<file path="src/rtl/regfile_sb.sv">
// Register file with NUM_RD combinational read ports, two write-back ports,
// same-cycle write-back bypass and a per-register busy scoreboard for RAW stalls.
module regfile_sb #(
    parameter int DATA_W = 32,
    parameter int ADDR_W = 5,
    parameter int NUM_RD = 2
) (
    input  logic                       clk,
    input  logic                       rst_n,
    input  logic [NUM_RD-1:0]          re,
    input  logic [NUM_RD*ADDR_W-1:0]   rd_addr,
    output logic [NUM_RD*DATA_W-1:0]   rd_data,
    output logic [NUM_RD-1:0]          rd_ready,
    input  logic                       we_0,
    input  logic [ADDR_W-1:0]          wr_addr_0,
    input  logic [DATA_W-1:0]          wr_data_0,
    input  logic                       we_1,
    input  logic [ADDR_W-1:0]          wr_addr_1,
    input  logic [DATA_W-1:0]          wr_data_1,
    input  logic                       iss_valid,
    input  logic [ADDR_W-1:0]          iss_addr,
    input  logic                       flush,
    output logic [ADDR_W:0]            busy_cnt
);

    localparam int NREG  = 1 << ADDR_W;
    localparam int CNT_W = ADDR_W + 1;

    logic [DATA_W-1:0] mem_reg [NREG];
    logic [NREG-1:0]   busy_reg;
    logic [NREG-1:0]   busy_next;
    logic [CNT_W-1:0]  busy_cnt_reg;
    logic [CNT_W-1:0]  busy_cnt_next;

    // Qualified write-back enables: address 0 never accepts a write.
    logic wb_vld_0;
    logic wb_vld_1;

    assign wb_vld_0 = we_0 && (wr_addr_0 != '0);
    assign wb_vld_1 = we_1 && (wr_addr_1 != '0);

    // Storage: one flop row per register. Row 0 never has a write enable,
    // so it holds its reset value of zero forever.
    for (genvar gi = 0; gi < NREG; gi++) begin : g_row
        logic hit_0;
        logic hit_1;

        assign hit_0 = wb_vld_0 && (wr_addr_0 == ADDR_W'(gi)) && (gi != 0);
        assign hit_1 = wb_vld_1 && (wr_addr_1 == ADDR_W'(gi)) && (gi != 0);

        always_ff @(posedge clk or negedge rst_n) begin
            if (!rst_n) begin
                mem_reg[gi] <= '0;
            end else if (hit_1) begin
                mem_reg[gi] <= wr_data_1;
            end else if (hit_0) begin
                mem_reg[gi] <= wr_data_0;
            end
        end
    end

    // Scoreboard next state: a fresh issue outranks a completing write-back,
    // and flush keeps only the producer issuing in the same cycle.
    always_comb begin
        busy_next = busy_reg;
        for (int r = 1; r < NREG; r++) begin
            logic set_b;
            logic clr_b;
            set_b = iss_valid && (iss_addr == ADDR_W'(r));
            clr_b = (wb_vld_0 && (wr_addr_0 == ADDR_W'(r))) ||
                    (wb_vld_1 && (wr_addr_1 == ADDR_W'(r)));
            if (flush) begin
                busy_next[r] = set_b;
            end else begin
                busy_next[r] = set_b | (busy_reg[r] & ~clr_b);
            end
        end
        busy_next[0] = 1'b0;
    end

    always_comb begin
        busy_cnt_next = '0;
        for (int r = 0; r < NREG; r++) begin
            busy_cnt_next = busy_cnt_next + CNT_W'(busy_next[r]);
        end
    end

    always_ff @(posedge clk or negedge rst_n) begin
        if (!rst_n) begin
            busy_reg     <= '0;
            busy_cnt_reg <= '0;
        end else begin
            busy_reg     <= busy_next;
            busy_cnt_reg <= busy_cnt_next;
        end
    end

    assign busy_cnt = busy_cnt_reg;

    // Read ports: bypass from write-back port 1, then port 0, then storage.
    for (genvar gi = 0; gi < NUM_RD; gi++) begin : g_rd
        logic [ADDR_W-1:0] addr;
        logic              byp_1;
        logic              byp_0;
        logic [DATA_W-1:0] data_k;
        logic              ready_k;

        assign addr  = rd_addr[gi*ADDR_W +: ADDR_W];
        assign byp_1 = wb_vld_1 && (wr_addr_1 == addr);
        assign byp_0 = wb_vld_0 && (wr_addr_0 == addr);

        always_comb begin
            data_k  = '0;
            ready_k = 1'b1;
            // Bypass would otherwise leak write-back data during reset.
            if (rst_n && re[gi]) begin
                if (byp_1) begin
                    data_k = wr_data_1;
                end else if (byp_0) begin
                    data_k = wr_data_0;
                end else begin
                    data_k = mem_reg[addr];
                end
                ready_k = !busy_reg[addr] || byp_0 || byp_1;
            end
        end

        assign rd_data[gi*DATA_W +: DATA_W] = data_k;
        assign rd_ready[gi]                 = ready_k;
    end

endmodule

</file>
<file path="config.mk">
export PLATFORM = sky130hd
export DESIGN_NAME = regfile_sb
export DESIGN_NICKNAME = d
export VERILOG_FILES = /design/src/rtl/regfile_sb.sv
export SDC_FILE = /design/constraint.sdc
export NUM_CORES = 2
export LEC_CHECK = 0
export BUFFER_PORTS_ARGS = -buffer_cell sky130_fd_sc_hd__clkbuf_2
export CAP_MARGIN = 10
export CORE_AREA = 2 2 441 443
export DETAILED_ROUTE_END_ITERATION = 6
export DIE_AREA = 0 0 443 445
export SETUP_SLACK_MARGIN = 0.2
export SYNTH_ARGS = -nofsm -noshare
export SYNTH_HDL_FRONTEND = slang
export SYNTH_SLANG_ARGS = --single-unit
</file>
<file path="constraint.sdc">
create_clock -name clk -period 7 [get_ports clk]
set_clock_uncertainty 0.1 [all_clocks]
set_input_delay 1.05 -clock clk [delete_from_list [all_inputs] [get_ports clk]]
set_output_delay 1.05 -clock clk [all_outputs]
set_load 0.03 [all_outputs]
</file>
-- Word-level counts from Yosys, hierarchy flattened
Index checks and enable logic that the tools add are counted.
- add/subtract/negate cells: 30
- multiply operators: 0
- div/mod/pow operators: 0
- order comparisons: 4
- equality and inequality tests: 97
- shifts and indexed selects: 0
- muxes and demuxes: 111
- bitwise operators: 95
- reductions and logical operators: 171
- operators with widths (operator ; count):
    32-bit two-way mux ; 72
    32-bit binary-select mux with 5-bit select ; 2
    5-bit equality test, second input constant ; 48
    6-bit by 1-bit adder with 6-bit output ; 25
    5-bit by 4-bit equality test with 1-bit output, second input constant ; 24
    1-bit logical AND ; 101
    2-bit nonzero test ; 31
    5-bit by 3-bit equality test with 1-bit output, second input constant ; 12
    1-bit logical OR ; 35
    1-bit two-way mux ; 35
    1-bit bitwise AND ; 31
    1-bit NOT ; 31
    1-bit bitwise OR ; 31
    5-bit by 2-bit equality test with 1-bit output, second input constant ; 6
    5-bit equality test ; 4
    5-bit by 1-bit equality test with 1-bit output, second input constant ; 3
    6-bit greater-or-equal comparator, second input constant ; 2
    5-bit by 6-bit < comparator with 1-bit output, second input constant ; 2
    5-bit NOT with 6-bit output ; 2
    1-bit binary-select mux with 5-bit select ; 2
    5-bit nonzero test ; 2
    5-bit by 1-bit adder with 6-bit output ; 1
    4-bit by 1-bit adder with 5-bit output ; 1
    3-bit by 1-bit adder with 4-bit output ; 1
    3 further kinds ; 4
- flip-flop bits (word level): 1029
- latch bits: 0
- memory bits (writable): 0
- ROM bits: 0
- output and inout bits: 72
- logic and storage cells: 541
- memories: 0

-- Logic depth before layout (Yosys ltp)
- depth after elaboration: 38
- depth in mapped cells: 24
- depth with buffers taken out: 21

-- Worst setup path after synthesis
OpenSTA, ideal clock, no wires.
- kind: input to register
- start point: input wr_addr_0[2]
- end point: register busy_cnt_reg[4], in the netlist busy_cnt[4]
- setup time: 123 ps
- arrival: 6684 ps
- required time: 6777 ps
- path slack: 93 ps
- stages: 23
- path buffers: 3
- cells stage by stage: buf_2 -> or3b_1 -> clkbuf_1 -> nor2_1 -> nand2_1 -> buf_2 -> o2111ai_1 -> o21ai_0 -> fa_1 -> inv_1 -> fa_1 -> fa_1 -> inv_1 -> fa_1 -> fa_1 -> inv_1 -> fa_1 -> fa_1 -> fa_1 -> inv_1 -> a21o_1 -> a21oi_1 -> xnor2_1
- cells in the longest elaborated chain, start to end: 38
- elaborated cells between the ends (all ways): 249
- ends and longest elaborated chain (item ; line ; RTL):
    start: declaration ; 15 ; input logic [ADDR_W-1:0] wr_addr_0,
    5-bit nonzero test ; 39 ; assign wb_vld_0 = we_0 && (wr_addr_0 != '0);
    1-bit logical AND ; 39 ;
    1-bit logical AND * ; 70 ; clr_b = (wb_vld_0 && (wr_addr_0 == ADDR_W'(r))) ||
    1-bit logical OR * ; 70 ;
    1-bit NOT * ; 75 ; busy_next[r] = set_b | (busy_reg[r] & ~clr_b);
    1-bit bitwise AND * ; 75 ;
    1-bit bitwise OR * ; 75 ;
    1-bit two-way mux * ; 72 ; if (flush) begin
    named net busy_next[1] ; 31 ; logic [NREG-1:0] busy_next;
    1-bit by 1-bit adder with 2-bit output * ; 84 ; busy_cnt_next = busy_cnt_next + CNT_W'(busy_next[r]);
    2-bit by 1-bit adder with 3-bit output * ; 84 ;
    3-bit by 1-bit adder with 4-bit output * ; 84 ;
    4-bit by 1-bit adder with 5-bit output * ; 84 ;
    5-bit by 1-bit adder with 6-bit output * ; 84 ;
    6-bit by 1-bit adder with 6-bit output * (25 in series) ; 84 ;
    named net busy_cnt_next[4] ; 33 ; logic [CNT_W-1:0] busy_cnt_next;
    end signal: assignment ; 94 ; busy_cnt_reg <= busy_cnt_next;
    end: declaration ; 32 ; logic [CNT_W-1:0] busy_cnt_reg;
Mark *: on every way through the listed nets, which the timed path passes. The rest lies on a longest branch.
A chain may end at the register's enable or synchronous reset.

-- Worst setup path in the final report
- start point: input wr_addr_1[4]
- end point: register busy_cnt_reg[4], in the netlist busy_cnt[4]
- cells in the longest elaborated chain, start to end: 38
- elaborated cells between the ends (all ways): 249
- ends and longest elaborated chain (item ; line ; RTL):
    start: declaration ; 18 ; input logic [ADDR_W-1:0] wr_addr_1,
    5-bit nonzero test ; 40 ; assign wb_vld_1 = we_1 && (wr_addr_1 != '0);
    1-bit logical AND ; 40 ;
    1-bit logical AND ; 71 ; (wb_vld_1 && (wr_addr_1 == ADDR_W'(r)));
    1-bit logical OR ; 70 ;
    1-bit NOT ; 75 ;
    1-bit bitwise AND ; 75 ;
    1-bit bitwise OR ; 75 ;
    1-bit two-way mux ; 72 ;
    1-bit by 1-bit adder with 2-bit output ; 84 ;
    2-bit by 1-bit adder with 3-bit output ; 84 ;
    3-bit by 1-bit adder with 4-bit output ; 84 ;
    4-bit by 1-bit adder with 5-bit output ; 84 ;
    5-bit by 1-bit adder with 6-bit output ; 84 ;
    6-bit by 1-bit adder with 6-bit output (24 in series) ; 84 ;
    6-bit by 1-bit adder with 6-bit output * ; 84 ;
    named net busy_cnt_next[4] ; 33 ;
Marks and branches as above.

==> summary.md <==
| Metric | Value |
|---|---|
| # hold bufs at CTS | `0` |
| Pleak | `between 30 and 40 nW` |
| Sequential area share after synthesis | `around two fifths` |
| Synth cell types | `between 70 and 80` |
| Grt ovf | `0` |
| Worst slew pin tran | `roughly 1400 ps` |
| I/O Buffers | `168` |
| Worst Path Required | `~7500 ps` |
| Clock Tree Buf Depth | `3` |
| Status | `completed` |
| Via count | `57000` |
| Top cell type's share of synthesized area | `between 30% and 40%` |
| WS Path Type | `in2reg` |
| Placed cell areas | `about 70000 um^2` |
| Period utilization | `87.6%` |
| First-pass GRT wire length | `410000 um` |
| Share of cells above drive strength 1 | `17.0%` |
| Worst slack at placement | `roughly 150 ps` |
| Drt drc | `0` |
| Placeable core area | `between 150000 and 200000 um^2` |
| Synth Warn # | `0` |
| CP max FO | `6` |
| Initial antenna violation count | `28` |
| Post-Place Cells | `between 8000 and 9000` |
| CTS H-tree lvls | `3` |
| Number of fill cells | `18700` |
| Routed Antenna Nets | `0` |
| Final std cells w/o fill | `9009` |
| Largest net degree at the start of global routing | `between 150 and 200` |
| #FFs+latches synth | `1029` |
| Synthesized area per cell | `9.96 um^2` |
| VDD IR max | `0.200 mV` |
| Mapped cell area | `approximately 67000 um^2` |
| CTS resizes | `0` |
| Die area | `~200000 um^2` |
| Sum Neg Setup Slack | `0 ps` |
| Via density | `6.33` |
| Cell Pwr Density | `approximately 280 nW/um^2` |
| DRT Pass-1 Iters | `6` |
| Sequence of cells on the critical path | `clkbuf_2, buf_4, and2_1, nand2_1, o22ai_4, o32a_1, fa_1, fa_1, inv_1, fa_1, fa_1, fa_1, inv_1, fa_1, fa_1, fa_1, inv_1, a21o_1, a21oi_1, xnor2_1` |
| Syn nets | `a little under 7000` |
| Area contributors post-synth | `dfrtp_1, mux2i_1, mux4_2, a21oi_1, nor2_1` |
| Startpoint types | `primary input` |
| Final worst slack | `~870 ps` |
| I/O pin total | `169` |
| Clock transition at the registers of the reported paths | `60 ps` |
| Async set-or-reset flop fraction in the synthesized netlist | `100%` |
| Area grow syn2layout | `9.71%` |
| CTS tree | `built` |
| Chip width | `443 um` |
| Crit path time final | `approximately 6100 ps` |
| # rows | `~160` |
| Die height | `445 um` |
| EDFF count, synth | `0` |
| Post-Route Utilization | `between 30% and 40%` |
| Overall Global Routing Usage | `~28%` |
| Final nets | `between 6000 and 7000` |
| Max-cap violations | `0` |
| Final Hold Viols | `0` |
| Commonest cells after routing, fill and taps aside | `mux2i_1, dfrtp_1, a21oi_1` |
| Postcts setup bufs | `0` |
| Final Max Tran Viols | `0` |
| Worst min path class | `in2async` |
| Starting density of the core | `34.9%` |
| RePlAce Congestion | `approximately 0.92` |
| Iteration-0 DRC Markers | `7739` |
| Max Freq | `~160 MHz` |
| Vias in the first global route | `~55000` |
| Rel. slew slack | `4.74%` |
| Dominant synthesized flop cell | `dfrtp_1` |
| Finished Cell Area | `roughly 73000 um^2` |
| Cell mode on critical path | `fa_1` |
| Slowest cell delay on critical path | `approximately 500 ps` |
| Post-Syn Instances | `6720` |
| CP arrival | `approximately 6600 ps` |
| Unrepaired setup endpoints after global routing | `no` |
| Slowest CP cell | `fa_1` |
| Clock sinks | `around 1000` |
| # setup viols final | `0` |
| TritonCTS buffer count | `110` |
| Max reg flops | `992` |
| Commonest non-fill, non-tap cell in the layout | `mux2i_1` |
| Drt wl/cell | `approximately 32 um` |
| Root Buffer | `clkbuf_16` |
| DP HPWL | `165000 um` |
| WL final | `approximately 290000 um` |
| Largest area contributor in the netlist | `dfrtp_1` |
| CP Capture Type | `flip-flop` |
| Later-pin clock latency in the skew report | `roughly 750 ps` |
-- report_power, final --
part / total [mW] / internal [mW] / switching, mW / leakage [nW]
clock network: 6.35 / 3.68 / 2.66 / 1.90
logic: 5.27 / 2.58 / 2.69 / 17.4
registers: 8.83 / 7.56 / 1.27 / 12.1
total: 20.5 / 13.8 / 6.63 / 31.4
-- worst max-delay path, delay by kind of cell --
| family | cells | cell delay (ps) |
|---|---|---|
| buffers and inverters | 5 | 500 |
| xor gates and xnor gates | 1 | 120 |
| adders and majority gates | 8 | 3850 |
| and+or+nand+nor | 2 | 500 |
| AOI/OAI and AO/OA | 4 | 630 |
-- final cells by class --
| cell class | instances | area, um^2 | area share [%] |
|---|---|---|---|
| inverters | 64 | 240 | 0.327 |
| flip-flops and latches | 1029 | 25700 | 35.1 |
| diodes | 21 | 52.6 | 0.0716 |
| repair buffers | 385 | 2660 | 3.62 |
| multi-input cells | 4784 | 37700 | 51.4 |
| clock inverters | 38 | 508 | 0.692 |
| clock buffers | 162 | 3330 | 4.54 |
| well taps | 2526 | 3160 | 4.30 |
-- cell usage after synthesis (all sizes together), types with 37 or more instances --
cell type	count
nand2	233
a22oi	83
mux2i	1288
dfrtp	1029
a221oi	37
mux4	298
nand3	53
o31ai	88
a21oi	931
mux2	138
o22ai	167
inv	63
buf	432
clkbuf	411
nor2	926
o21ai	177
-- metrics by stage --
step	power [mW]	hold WS (ps)
2_1_floorplan	12.5	406
3_3_place_gp	13.8	427
3_5_place_dp	14.1	440
4_1_cts	20.4	153
5_1_grt	21.4	194
6_report	20.5	167
-- routing by layer --
layer  global-route usage, %  vias to the layer above  share of wire, %
met5                       0                        -             0.022
met4                    21.0                       10               8.3
met3                    6.26                     1048                11
met2                    43.0                     3718                44
met1                    35.5                    28500                37
li1                        -                    23700                 -
-- cell families (layout without fill, tap and decap cells) --
logic type	Yosys count	after routing	synth area share [%]
AOI/OAI and AO/OA	1661	1661	14.4
xor gates and xnor gates	23	23	0.301
adders and majority gates	30	30	0.819
buffers and inverters	907	649	6.06
DFF	1029	1029	38.5
muxes	1724	1724	31.6
other	0	21	0
and+or+nand+nor	1346	1346	8.30
-- path summary, 6_finish.rpt --
check | endpoint | from | cells past startpoint | slack, ps
setup / recovery | busy_cnt[4] | wr_addr_1[4] | 20 | 870
min in group clk | mem_reg[228] | mem_reg[228] | 2 | 450
max in group asynchronous | mem_reg[10] | rst_n | 4 | 3440
hold reg to reg | mem_reg[228] | mem_reg[228] | 2 | 450
hold / removal | mem_reg[608] | rst_n | 1 | 170
setup reg to reg | busy_cnt[4] | busy_reg[28] | 17 | 1540
No activity file was read; power rests on OpenSTA's default activity.
